## config.mk

```make
export PLATFORM = sky130hd
export DESIGN_NAME = zero_count_accumulator
export DESIGN_NICKNAME = d
export VERILOG_FILES = /design/src/rtl/zc_pkg.sv /design/src/rtl/byte_zero_counter.sv /design/src/rtl/zero_count_accumulator.sv
export SDC_FILE = /design/constraint.sdc
export NUM_CORES = 1
export LEC_CHECK = 0
export CORE_ASPECT_RATIO = 1.1
export CORE_UTILIZATION = 30
export CTS_CLUSTER_SIZE = 24
export DETAILED_ROUTE_END_ITERATION = 8
export GPL_ROUTABILITY_DRIVEN = 0
export HOLD_SLACK_MARGIN = 0.06
export PLACE_DENSITY = 0.5
export SETUP_SLACK_MARGIN = 0.02
export SYNTH_ARGS = -nofsm -noshare
export SYNTH_HDL_FRONTEND = slang
export SYNTH_SLANG_ARGS = --single-unit
export TNS_END_PERCENT = 10
```

## constraint.sdc

```tcl
create_clock -name clk -period 1.95 [get_ports clk]
set_input_delay 0.195 -clock clk [delete_from_list [all_inputs] [get_ports clk]]
set_output_delay 0.195 -clock clk [all_outputs]
set_load 0.02 [all_outputs]
```

## src/rtl/zc_pkg.sv

```systemverilog
// Shared widths and state encoding for the zero-count accumulator.
package zc_pkg;

    localparam int BYTE_W  = 8;
    localparam int CNT_W   = 4;
    localparam int TOTAL_W = 12;

    typedef enum logic {
        ACCUM = 1'b0,
        DONE  = 1'b1
    } state_t;

endpackage

```

## src/rtl/byte_zero_counter.sv

```systemverilog
// Combinational count of the zero bits in one byte (result 0..8).
module byte_zero_counter
    import zc_pkg::*;
(
    input  logic [BYTE_W-1:0] data,
    output logic [CNT_W-1:0]  zeros
);

    logic [BYTE_W-1:0] is_zero;

    genvar gi;
    generate
        for (gi = 0; gi < BYTE_W; gi++) begin : g_bit
            assign is_zero[gi] = ~data[gi];
        end
    endgenerate

    always_comb begin
        zeros = '0;
        for (int i = 0; i < BYTE_W; i++) begin
            zeros = zeros + CNT_W'(is_zero[i]);
        end
    end

endmodule

```

## src/rtl/zero_count_accumulator.sv

```systemverilog
// Accumulates per-byte zero counts over FRAME_LEN bytes and presents the
// frame total and peak through a valid/ready handshake.
module zero_count_accumulator
    import zc_pkg::*;
#(
    parameter int FRAME_LEN = 16
) (
    input  logic               clk,
    input  logic               reset,
    input  logic               in_valid,
    output logic               in_ready,
    input  logic [BYTE_W-1:0]  in_data,
    output logic               out_valid,
    input  logic               out_ready,
    output logic [TOTAL_W-1:0] out_total,
    output logic [CNT_W-1:0]   out_max
);

    localparam int IDX_W = 8;

    state_t             state_reg, state_next;
    logic [TOTAL_W-1:0] total_reg, total_next;
    logic [CNT_W-1:0]   max_reg, max_next;
    logic [IDX_W-1:0]   count_reg, count_next;
    logic [TOTAL_W-1:0] out_total_reg, out_total_next;
    logic [CNT_W-1:0]   out_max_reg, out_max_next;

    logic [CNT_W-1:0]   byte_zeros;
    logic [TOTAL_W-1:0] sum;
    logic [CNT_W-1:0]   peak;
    logic               accept;
    logic               last_byte;

    byte_zero_counter u_counter (
        .data  (in_data),
        .zeros (byte_zeros)
    );

    assign accept    = in_valid && (state_reg == ACCUM);
    assign last_byte = (count_reg == IDX_W'(FRAME_LEN - 1));
    assign sum       = total_reg + TOTAL_W'(byte_zeros);
    assign peak      = (byte_zeros > max_reg) ? byte_zeros : max_reg;

    always_comb begin
        state_next     = state_reg;
        total_next     = total_reg;
        max_next       = max_reg;
        count_next     = count_reg;
        out_total_next = out_total_reg;
        out_max_next   = out_max_reg;
        case (state_reg)
            ACCUM: begin
                if (accept) begin
                    total_next = sum;
                    max_next   = peak;
                    count_next = count_reg + 1'b1;
                    if (last_byte) begin
                        out_total_next = sum;
                        out_max_next   = peak;
                        state_next     = DONE;
                    end
                end
            end
            DONE: begin
                // Running state is cleared only once the result is taken.
                if (out_ready) begin
                    total_next = '0;
                    max_next   = '0;
                    count_next = '0;
                    state_next = ACCUM;
                end
            end
            default: state_next = ACCUM;
        endcase
    end

    always_ff @(posedge clk or posedge reset) begin
        if (reset) begin
            state_reg     <= ACCUM;
            total_reg     <= '0;
            max_reg       <= '0;
            count_reg     <= '0;
            out_total_reg <= '0;
            out_max_reg   <= '0;
        end else begin
            state_reg     <= state_next;
            total_reg     <= total_next;
            max_reg       <= max_next;
            count_reg     <= count_next;
            out_total_reg <= out_total_next;
            out_max_reg   <= out_max_next;
        end
    end

    assign in_ready  = (state_reg == ACCUM);
    assign out_valid = (state_reg == DONE);
    assign out_total = out_total_reg;
    assign out_max   = out_max_reg;

endmodule

```

==> results.json <==
{
  "leakage_uw": 0.001394,
  "placed_cells": 355,
  "synth.distinct_cells": 39,
  "r2r_cells": 8,
  "synth_top_family_by_area": "compound AO/OA/AOI/OAI gates",
  "grt_pass1_vias": 1679,
  "reg2reg_setup_slack_ns": 0.12,
  "die-height_um": 92.98,
  "synth_area_leader_cell": "dfrtp_1",
  "drtIter0Drc": 36,
  "violations": "setup timing",
  "synth_warnings": 0,
  "path_class": "in2reg",
  "ir_drop_v": 0.0003769,
  "synthToLayoutAreaGrowth_pct": 38.86,
  "grt_pass1_wl_um": 8017,
  "ioPinCount": 30,
  "min_period_ns": 3.377,
  "wl_um": 4674,
  "synthXorXnorAreaFrac": 0.04656,
  "setup_viol_count_final": 32,
  "synthMuxAreaShare": 0.04545,
  "wl_per_cell_um": 12.77,
  "worst_slew_pin_slew_ns": 0.6437,
  "hold_violations": 0,
  "post-route-period-util": 1.732,
  "cp-start-kind": "input port",
  "drc": 0,
  "ys_seq_area_frac": 0.4545,
  "outcome": "complete, but fails checks",
  "maxSlewHeadroom": 0.5709,
  "start_util": 0.3167,
  "synthesis.nets": 254,
  "postRouteAntennaNets": 0,
  "netlist_area_sq_um": 2257,
  "finalMaxSlewViolations": 0,
  "cts_buffers": 5,
  "synth.area.top_cells": "dfrtp_1 (45%), ha_1 (7.2%), nand2_1 (5.7%), o21ai_0 (4.9%), fa_1 (4.4%)",
  "layout_setup_ws_ns": -1.427,
  "rsz0062_at_grt": "yes",
  "die_area_sq_um": 7875,
  "clkTransAtPathRegs_ns": 0.09,
  "place_hpwl_um": 3423,
  "fin_area_sq_um": 3134,
  "crit_arrival_ns": 3.57,
  "grt.overflow.total": 0,
  "cts_tree": "done",
  "synth_top_area_frac": 0.4545,
  "skew_ns": 0.009211,
  "place_ws_ns": -2.335,
  "p_total_uw": 3878,
  "r2r-end": "total_reg[6]$_DFFE_PP0P_",
  "final_common_cell": "dfrtp_1",
  "p_per_area_nw_per_um2": 1237,
  "die_w_um": 84.71,
  "diodes": 0,
  "synth-simple-area-share": 0.1264,
  "core-area_sq_um": 7127,
  "synth_compound_area_frac": 0.1669,
  "drive_above_1_share": 0.2598,
  "end_kind": "flop",
  "finalSetupTns_ns": -37.96,
  "cts_sinks": 41,
  "timing.rr.start": "total_reg[0]$_DFFE_PP0P_",
  "drv_cap": 0,
  "hp-class": "in2async",
  "clk_path_buf_depth": 2,
  "rows": 32,
  "cts_hold_buffers": 0,
  "viasPerCell": 4.784,
  "port_buffers": 29,
  "crit_end": "max_reg[0]$_DFFE_PP0P_",
  "setup.worst_path.start": "in_data[0]",
  "grt_max_degree": 42,
  "worst-path-max-fanout": 4,
  "syn_inst": 224,
  "fill_cells": 671,
  "vias": 1751,
  "synth_adder_area_share": 0.1164,
  "fin_nets": 310,
  "antenna_found_initial": 0,
  "synth_seq_cells": 41,
  "cp.required_ns": 2.14,
  "htreeDepth": 2,
  "cts_root_buf": "clkbuf_8",
  "final_cells": 366,
  "post_dp_cell_area_sq_um": 2883,
  "syn_avg_cell_area_sq_um": 10.08,
  "layout_common_cells": "dfrtp_1 (41), nand2_1 (31), clkdlybuf4s50_1 (25), buf_4 (25), inv_1 (17)",
  "clock.fmax_ghz": 0.2962,
  "grt_usage": 0.1309,
  "clock_latency_ns": 0.30,
  "drt-pass1-iter-count": 6
}
==> what timing repair did <==
item	in CTS	in global routing
pin swaps	24	10
gates resized for setup	33	10
setup buffers	3	0
endpoints found under the setup margin	32	32
==> cells by family after synthesis <==
| kind of cell | count (synthesis) |
|---|---|
| xor+xnor | 12 |
| mux | 10 |
| flops | 41 |
| buf+inv | 26 |
| compound gates | 58 |
| fa+ha+maj | 18 |
| simple gates | 59 |
==> report_power, final <==
part	switching (uW)	internal, uW
combinational	912	1020
sequential	189	1060
clock	317	383
==> synthesized netlist by cell type <==
cell / instances
a211oi_1: 1
a21bo_1: 1
a21oi_1: 9
a21oi_2: 2
a22o_1: 9
a22o_2: 1
a31oi_1: 6
a41oi_1: 1
and2_1: 1
and2b_1: 1
and3_4: 1
and4_1: 1
and4_2: 1
and4_4: 1
buf_2: 1
clkbuf_1: 4
dfrtp_1: 41
fa_1: 5
ha_1: 13
inv_1: 21
mux2_2: 2
mux2i_1: 8
nand2_1: 34
nand2b_1: 1
nand2b_4: 1
nand3_1: 5
nand4_1: 1
nor2_1: 7
nor2b_1: 3
nor4_1: 1
o211ai_1: 1
o21ai_0: 22
o21ai_1: 1
o21ai_2: 1
o21ai_4: 1
o22ai_1: 1
o31ai_1: 1
xnor2_1: 5
xor2_1: 7
==> area by class of cell <==
| class | count | area, sq um | share of cell area |
|---|---|---|---|
| repair buffers | 54 | 481.7 | 0.1537 |
| clock inverters | 3 | 46.29 | 0.01477 |
| clock buffers | 5 | 68.82 | 0.02196 |
| flip-flops and latches | 41 | 1026 | 0.3273 |
| well taps | 85 | 106.4 | 0.03393 |
| inverters | 21 | 93.84 | 0.02994 |
| multi-input cells | 157 | 1311 | 0.4184 |
==> worst max-delay path: stages <==
cell	delay (ns)
buf_6	0.09
inv_4	0.04
ha_4	0.19
fa_1	0.49
fa_1	0.43
fa_2	0.37
inv_2	0.07
fa_2	0.46
inv_2	0.10
ha_4	0.20
nor2b_4	0.12
o211ai_1	0.21
a21oi_2	0.09
buf_4	0.15
and2_4	0.14
a22o_1	0.20
==> stage by stage <==
stage	utilization	hold WS [ns]
global route	0.4398	0.3855
global placement	0.4045	0.4599
detailed placement	0.4045	0.4657
floorplan	-	0.2857
finish	0.4398	0.3219
CTS	0.4338	0.3426
==> routing by layer <==
layer,up-vias,global-route usage,share of wire
li1,889,-,-
met1,824,0.1594,0.46
met3,8,0.02118,0.025
met2,30,0.2249,0.49
met4,0,0.06497,0.025
met5,-,0,0
==> how the worst min path moves through the flow <==
stage / to / slack, ns / start
CTS: count_reg[7]$_DFFE_PP0P_ / 0.34 / reset
global route: count_reg[7]$_DFFE_PP0P_ / 0.39 / reset
detailed placement: out_total[10]$_DFFE_PP0P_ / 0.47 / out_total[10]$_DFFE_PP0P_
global placement: out_total[10]$_DFFE_PP0P_ / 0.46 / out_total[10]$_DFFE_PP0P_
finish: count_reg[5]$_DFFE_PP0P_ / 0.32 / reset
floorplan: count_reg[3]$_DFFE_PP0P_ / 0.29 / out_ready
(Power assumes the default switching activity.)
